File: config.mk
export PLATFORM = sky130hd
export DESIGN_NAME = dcache_2way_wb
export DESIGN_NICKNAME = d
export VERILOG_FILES = /design/src/rtl/cache_pkg.sv /design/src/rtl/dcache_way.sv /design/src/rtl/dcache_2way_wb.sv
export SDC_FILE = /design/constraint.sdc
export NUM_CORES = 2
export LEC_CHECK = 0
export ABC_AREA = 1
export BUFFER_PORTS_ARGS = -buffer_cell sky130_fd_sc_hd__buf_2
export CAP_MARGIN = 0
export CORE_MARGIN = 2
export CORE_UTILIZATION = 29
export DETAILED_ROUTE_END_ITERATION = 8
export PLACE_DENSITY = 0.5
export SETUP_SLACK_MARGIN = 0.05
export SYNTH_ARGS = -nofsm -noshare
export SYNTH_HDL_FRONTEND = slang
export SYNTH_SLANG_ARGS = --single-unit
File: constraint.sdc
create_clock -name clk -period 11 [get_ports clk]
set_input_delay 0.55 -clock clk [delete_from_list [all_inputs] [get_ports clk]]
set_output_delay 0.55 -clock clk [all_outputs]
set_load 0.02 [all_outputs]
File: src/rtl/cache_pkg.sv
// Shared definitions for the 2-way write-back data cache: controller states,
// line width and the helper that picks one 32-bit word out of a line.
package cache_pkg;

  localparam int LINE_W = 128;

  typedef enum logic [1:0] {
    IDLE  = 2'd0,
    WB    = 2'd1,
    ALLOC = 2'd2
  } state_e;

  // Word w of a line occupies bits [32*w+31 : 32*w].
  function automatic logic [31:0] word_sel(input logic [LINE_W-1:0] line,
                                           input logic [1:0]        w);
    return line[{w, 5'b00000} +: 32];
  endfunction

endpackage

File: src/rtl/dcache_way.sv
// One way of the cache: valid/dirty flags, tags and 128-bit lines for SETS
// entries. Reads are combinational at idx_i; all writes share idx_i.
module dcache_way
  import cache_pkg::*;
#(
  parameter int SETS    = 4,
  parameter int INDEX_W = 2,
  parameter int TAG_W   = 26
) (
  input  logic               clk,
  input  logic               rst_i,
  input  logic [INDEX_W-1:0] idx_i,
  input  logic               fill_i,
  input  logic [TAG_W-1:0]   fill_tag_i,
  input  logic [LINE_W-1:0]  fill_data_i,
  input  logic               word_we_i,
  input  logic [1:0]         word_i,
  input  logic [31:0]        word_data_i,
  input  logic               clean_i,
  output logic               valid_o,
  output logic               dirty_o,
  output logic [TAG_W-1:0]   tag_o,
  output logic [LINE_W-1:0]  data_o
);

  logic [SETS-1:0]   valid_q;
  logic [SETS-1:0]   dirty_q;
  logic [TAG_W-1:0]  tag_q  [SETS];
  logic [LINE_W-1:0] data_q [SETS];

  // Status flags: a refill makes the line valid and clean, a word write dirties it.
  always_ff @(posedge clk) begin
    if (rst_i) begin
      valid_q <= '0;
      dirty_q <= '0;
    end else if (fill_i) begin
      valid_q[idx_i] <= 1'b1;
      dirty_q[idx_i] <= 1'b0;
    end else if (word_we_i) begin
      dirty_q[idx_i] <= 1'b1;
    end else if (clean_i) begin
      dirty_q[idx_i] <= 1'b0;
    end
  end

  // Tag and data storage are deliberately left unreset; valid gates their use.
  always_ff @(posedge clk) begin
    if (fill_i) begin
      tag_q[idx_i]  <= fill_tag_i;
      data_q[idx_i] <= fill_data_i;
    end else if (word_we_i) begin
      data_q[idx_i][{word_i, 5'b00000} +: 32] <= word_data_i;
    end
  end

  assign valid_o = valid_q[idx_i];
  assign dirty_o = dirty_q[idx_i];
  assign tag_o   = tag_q[idx_i];
  assign data_o  = data_q[idx_i];

endmodule

File: src/rtl/dcache_2way_wb.sv
// 2-way set-associative write-back, write-allocate data cache with one LRU
// bit per set. Optional hit/miss counters when DCACHE_STATS_EN is defined.
module dcache_2way_wb
  import cache_pkg::*;
#(
  parameter int ADDR_W = 30,
  parameter int SETS   = 4
) (
  input  logic              clk,
  input  logic              proc_reset,
  input  logic              proc_read,
  input  logic              proc_write,
  input  logic [ADDR_W-1:0] proc_addr,
  input  logic [31:0]       proc_wdata,
  output logic              proc_stall,
  output logic [31:0]       proc_rdata,
  output logic              mem_read,
  output logic              mem_write,
  output logic [ADDR_W-3:0] mem_addr,
  output logic [LINE_W-1:0] mem_wdata,
  input  logic [LINE_W-1:0] mem_rdata,
`ifdef DCACHE_STATS_EN
  output logic [31:0]       hit_cnt,
  output logic [31:0]       miss_cnt,
`endif
  input  logic              mem_ready
);

  localparam int INDEX_W = $clog2(SETS);
  localparam int TAG_W   = ADDR_W - 2 - INDEX_W;

  logic [INDEX_W-1:0] req_idx;
  logic [TAG_W-1:0]   req_tag;
  logic [1:0]         req_word;
  logic               req;

  logic [1:0]         way_valid, way_dirty;
  logic [TAG_W-1:0]   way_tag  [2];
  logic [LINE_W-1:0]  way_line [2];
  logic [1:0]         fill_we, word_we, clean_we;

  logic [1:0]         hit_vec;
  logic               hit, hit_way, victim_sel;
  logic               hit_done, miss_start;

  state_e             state_q, state_d;
  logic               victim_q, victim_d;
  logic [SETS-1:0]    lru_q, lru_d;

  assign req_word   = proc_addr[1:0];
  assign req_idx    = proc_addr[2 +: INDEX_W];
  assign req_tag    = proc_addr[ADDR_W-1 -: TAG_W];
  assign req        = proc_read | proc_write;
  assign hit_vec[0] = way_valid[0] && (way_tag[0] == req_tag);
  assign hit_vec[1] = way_valid[1] && (way_tag[1] == req_tag);
  assign hit        = |hit_vec;
  assign hit_way    = ~hit_vec[0];
  assign victim_sel = !way_valid[0] ? 1'b0 : (!way_valid[1] ? 1'b1 : lru_q[req_idx]);

  dcache_way #(.SETS(SETS), .INDEX_W(INDEX_W), .TAG_W(TAG_W)) u_way0 (
    .clk(clk), .rst_i(proc_reset), .idx_i(req_idx),
    .fill_i(fill_we[0]), .fill_tag_i(req_tag), .fill_data_i(mem_rdata),
    .word_we_i(word_we[0]), .word_i(req_word), .word_data_i(proc_wdata),
    .clean_i(clean_we[0]),
    .valid_o(way_valid[0]), .dirty_o(way_dirty[0]), .tag_o(way_tag[0]), .data_o(way_line[0])
  );

  dcache_way #(.SETS(SETS), .INDEX_W(INDEX_W), .TAG_W(TAG_W)) u_way1 (
    .clk(clk), .rst_i(proc_reset), .idx_i(req_idx),
    .fill_i(fill_we[1]), .fill_tag_i(req_tag), .fill_data_i(mem_rdata),
    .word_we_i(word_we[1]), .word_i(req_word), .word_data_i(proc_wdata),
    .clean_i(clean_we[1]),
    .valid_o(way_valid[1]), .dirty_o(way_dirty[1]), .tag_o(way_tag[1]), .data_o(way_line[1])
  );

  // Controller state, latched victim and per-set LRU; reset abandons any transfer.
  always_ff @(posedge clk) begin
    if (proc_reset) begin
      state_q  <= IDLE;
      victim_q <= 1'b0;
      lru_q    <= '0;
    end else begin
      state_q  <= state_d;
      victim_q <= victim_d;
      lru_q    <= lru_d;
    end
  end

  // Next state, hit handling and memory bus drive; hits complete combinationally.
  always_comb begin
    state_d    = state_q;
    victim_d   = victim_q;
    lru_d      = lru_q;
    proc_stall = 1'b0;
    proc_rdata = '0;
    mem_read   = 1'b0;
    mem_write  = 1'b0;
    mem_addr   = '0;
    mem_wdata  = '0;
    fill_we    = '0;
    word_we    = '0;
    clean_we   = '0;
    hit_done   = 1'b0;
    miss_start = 1'b0;
    unique case (state_q)
      IDLE: begin
        if (req) begin
          if (hit) begin
            hit_done       = 1'b1;
            lru_d[req_idx] = ~hit_way;
            if (proc_write) word_we[hit_way] = 1'b1;
            else            proc_rdata       = word_sel(way_line[hit_way], req_word);
          end else begin
            proc_stall = 1'b1;
            miss_start = 1'b1;
            victim_d   = victim_sel;
            state_d    = (way_valid[victim_sel] && way_dirty[victim_sel]) ? WB : ALLOC;
          end
        end
      end
      WB: begin
        proc_stall = 1'b1;
        mem_write  = 1'b1;
        mem_addr   = {way_tag[victim_q], req_idx};
        mem_wdata  = way_line[victim_q];
        if (mem_ready) begin
          clean_we[victim_q] = 1'b1;
          state_d            = ALLOC;
        end
      end
      ALLOC: begin
        proc_stall = 1'b1;
        mem_read   = 1'b1;
        mem_addr   = proc_addr[ADDR_W-1:2];
        if (mem_ready) begin
          fill_we[victim_q] = 1'b1;
          lru_d[req_idx]    = ~victim_q;
          state_d           = IDLE;
        end
      end
      default: state_d = IDLE;
    endcase
    if (proc_reset) begin
      fill_we  = '0;
      word_we  = '0;
      clean_we = '0;
    end
  end

`ifdef DCACHE_STATS_EN
  logic [31:0] hit_cnt_q, miss_cnt_q;
  logic        refill_q;

  // Counters: a completion right after a refill belongs to the miss, not a hit.
  always_ff @(posedge clk) begin
    if (proc_reset) begin
      hit_cnt_q  <= '0;
      miss_cnt_q <= '0;
      refill_q   <= 1'b0;
    end else begin
      refill_q <= |fill_we;
      if (miss_start)             miss_cnt_q <= miss_cnt_q + 32'd1;
      if (hit_done && !refill_q)  hit_cnt_q  <= hit_cnt_q + 32'd1;
    end
  end

  assign hit_cnt  = hit_cnt_q;
  assign miss_cnt = miss_cnt_q;
`endif

endmodule

==> metrics <==
worst skew pair latency 0.81 ns; overall routing resource usage 0.213; Finished Layout Cells 8201; Root Buffer clkbuf_16; worst slew pin tran 1.29 ns; antenna-violating nets left 0; fmax between 100 and 150 MHz; DR WL/cell 26.6 um; largest net degree at the start of global routing roughly 140; Final HPWL DP approximately 140 mm; maximum capacitance violations 0; Post-CTS Setup Repair Bufs 0; final net count slightly below 6000; Yosys cell types 36; Fin. Hold Viols 0; dominant synthesized flop cell edfxtp_1; antenna violations before repair 28; Synth-to-Final Area Change 16.1%; switching share of total power 0.245; # IOs 386; Fin Setup TNS 0 ns; final setup fails 0; Synth Net Count approximately 5500; met3 WL 14.3 mm; Slew Viols, Final 0; layout cells sized above 1 0.135; wire length on met2 104 mm; Worst Setup End Kind output pin; Final Power ~11 mW; vias per inst 5.11; Pint approximately 8.1 mW; # DRC 0; CTS clk-pin slew, worst paths 0.05 ns; uppermost layer routed met5; Inst Count DP around 7900; Rel. slew slack 0.133; total wire length approximately 220 mm; commonest non-fill, non-tap cells in the layout 1438 x nand2_1, 1232 x edfxtp_1, 404 x inv_1, 384 x buf_2, 358 x nor2_1; worst path arrival time ~7.0 ns; clk sink count between 1000 and 1500; sequential-to-total area share from yosys stat 0.664; Seq pwr share 0.491; hold buffers post-CTS 0; post-synthesis simple-gate area fraction 0.160; status finished clean; post_cts resized 0; TritonCTS clock tree built; final critical-path required period 7.54 ns; area of the core 193000 um2; WP data required 10.45 ns; cell count after synthesis ~5300; Syn Area/Cell 10.7 um2; first-pass GRT wire length 300 mm; Post-synth EDFFs about 1200; vias approximately 42000; Compound-Gate Fraction of Synth Area 0.122; initial drt markers roughly 4300; Die ar. around 200000 um2; DIE WIDTH approximately 450 um; number of detailed-route iterations in the first pass 7; final hold slack 0.0983 ns; number of placement rows between 150 and 200; htree depth 4; Yosys reg bits between 1000 and 1500; clock buffer count from CTS about 140; Comb power frac 0.077; post-route clock period utilization 0.685; number of global-route vias before repair roughly 40000; initial core utilization 0.292; maximum VDD drop 0.138 mV; input/output buffers between 300 and 400; Clock power frac 0.432; Worst setup SP type input port; LEAKAGE about 25 nW; Yosys Warn Count 0; hold crit path type input port to flip-flop; Die Y between 400 and 500 um; leading cell type in the layout, fill and taps excluded nand2_1; fraction of registers with async set/reset 0; CP Class input port to output pin; Routed met1 length 84.5 mm; largest family of logic cells by synthesized area simple AND/OR/NAND/NOR gates; crit-path max FO roughly 90; Longest Clk Path Bufs 3; routability cong. ~0.89; total gr overflow 0; Pwr Density about 160 nW/um2; RSZ-0062 raised after global routing false; Worst Skew ~0.051 ns; synthesized-area fraction occupied by adder cells 0.00200; P_sw between 2 and 3 mW; post-synthesis mux area share 0; Mapped Area between 50000 and 60000 um2; XOR/XNOR Fraction of Synth Area 0
==> worst max-delay path, stage by stage <==
cell and delay, ns:
buf_4 0.49, buf_4 0.45, nand2_1 0.09, buf_4 0.27, inv_8 0.48, nand2_1 0.11
nand2_1 0.10, nor2_1 0.13, a21oi_1 0.19, nand2_1 0.07, nor2_1 0.09, nand2_1 0.09
nor2_4 0.82, nand2_4 0.67, buf_4 0.67, o21ai_0 0.30, nor2_1 0.12, nor2_1 0.61
nor2_1 0.25, buf_2 0.23
==> kinds of logic (layout without fill, tap and decap cells) <==
| logic type | after synthesis | count (layout) |
|---|---|---|
| AND/OR/NAND/NOR | 2221 | 2221 |
| flip-flops | 1255 | 1255 |
| AO/OA/AOI/OAI | 1059 | 1059 |
| buffers and inverters | 748 | 1124 |
| adder cells (fa/ha/maj) | 9 | 9 |
| other | 0 | 7 |
==> stage by stage <==
step	util	worst slack, ns	instance area (um2)
6_report	0.340	3.46	65500
5_1_grt	0.339	3.13	65500
4_1_cts	0.339	3.73	65500
3_5_place_dp	0.316	3.70	61000
3_3_place_gp	0.316	3.62	61000
2_1_floorplan	-	6.78	56400
==> sequential cells by signal, summed over array words and instances, names as in the netlist, named ones only <==
register and cells:
state_q 2, victim_q 1, u_way1.data_q 512, u_way1.tag_q 104
u_way0.tag_q 104, u_way0.valid_q 4, u_way1.valid_q 4, lru_q 4
u_way0.data_q 512
==> area by class of cell <==
| cell class | instances | area (um2) |
|---|---|---|
| Inverter | 413 | 1570 |
| Clock inverter | 64 | 698 |
| Sequential cell | 1255 | 37500 |
| Antenna cell | 7 | 17.5 |
| Fill cell | 19300 | 127000 |
| Tap cell | 2526 | 3160 |
| Clock buffer | 181 | 3790 |
| Multi-Input combinational cell | 3289 | 16200 |
| Timing Repair Buffer | 466 | 2570 |
==> synthesized netlist by cell type (4+ instances only) <==
master / count / share of area
o22ai_1: 4 / 0.00044
ha_1: 9 / 0.0020
dfxtp_1: 23 / 0.0082
nor2_1: 384 / 0.026
buf_4: 15 / 0.0020
nand4_1: 6 / 0.00067
o21ai_1: 110 / 0.0098
nand3_1: 299 / 0.027
o21ai_0: 254 / 0.023
inv_2: 6 / 0.00040
and2_1: 76 / 0.0084
a22oi_1: 265 / 0.035
clkbuf_1: 219 / 0.015
edfxtp_1: 1232 / 0.66
o211ai_1: 26 / 0.0035
o21a_1: 6 / 0.00080
o21ai_2: 60 / 0.0093
buf_1: 35 / 0.0023
a22o_1: 32 / 0.0050
nand2_1: 1439 / 0.096
a221oi_1: 123 / 0.019
a21oi_1: 152 / 0.013
buf_6: 5 / 0.0010
nand2_4: 4 / 0.00080
buf_2: 61 / 0.0054
a31oi_1: 25 / 0.0028
inv_1: 407 / 0.027
==> layer usage <==
layer	vias up	global-route usage
li1	19100	-
met2	1799	0.350
met3	398	0.0358
met4	14	0.139
met1	20600	0.259
met5	-	0
==> worst paths after layout <==
kind | from | endpoint | slack (ns) | depth (start not counted)
worst min register to register | flip-flop | flip-flop | 0.47 | 2
worst max-delay path | proc_addr[2] | proc_rdata[18] | 3.46 | 20
worst min-delay path | mem_rdata[88] | u_way0.data_q[2][88]$_DFFE_PP_ | 0.1 | 3
worst max register to register | u_way0.tag_q[1][15]$_DFFE_PP_ | u_way1.data_q[1][61]$_DFFE_PP_ | 5.63 | 20
==> power groups by stage <==
stage / registers (mW) / logic (mW) / clock network [mW]
finish: 5.28 / 0.825 / 4.65
global route: 5.28 / 0.885 / 4.90
CTS: 5.28 / 0.824 / 4.71
detailed placement: 5.38 / 0.821 / 0
global placement: 5.38 / 0.816 / 0
floorplan: 5.38 / 0.440 / 0
Note: power is estimated with default switching activity, not from simulation.
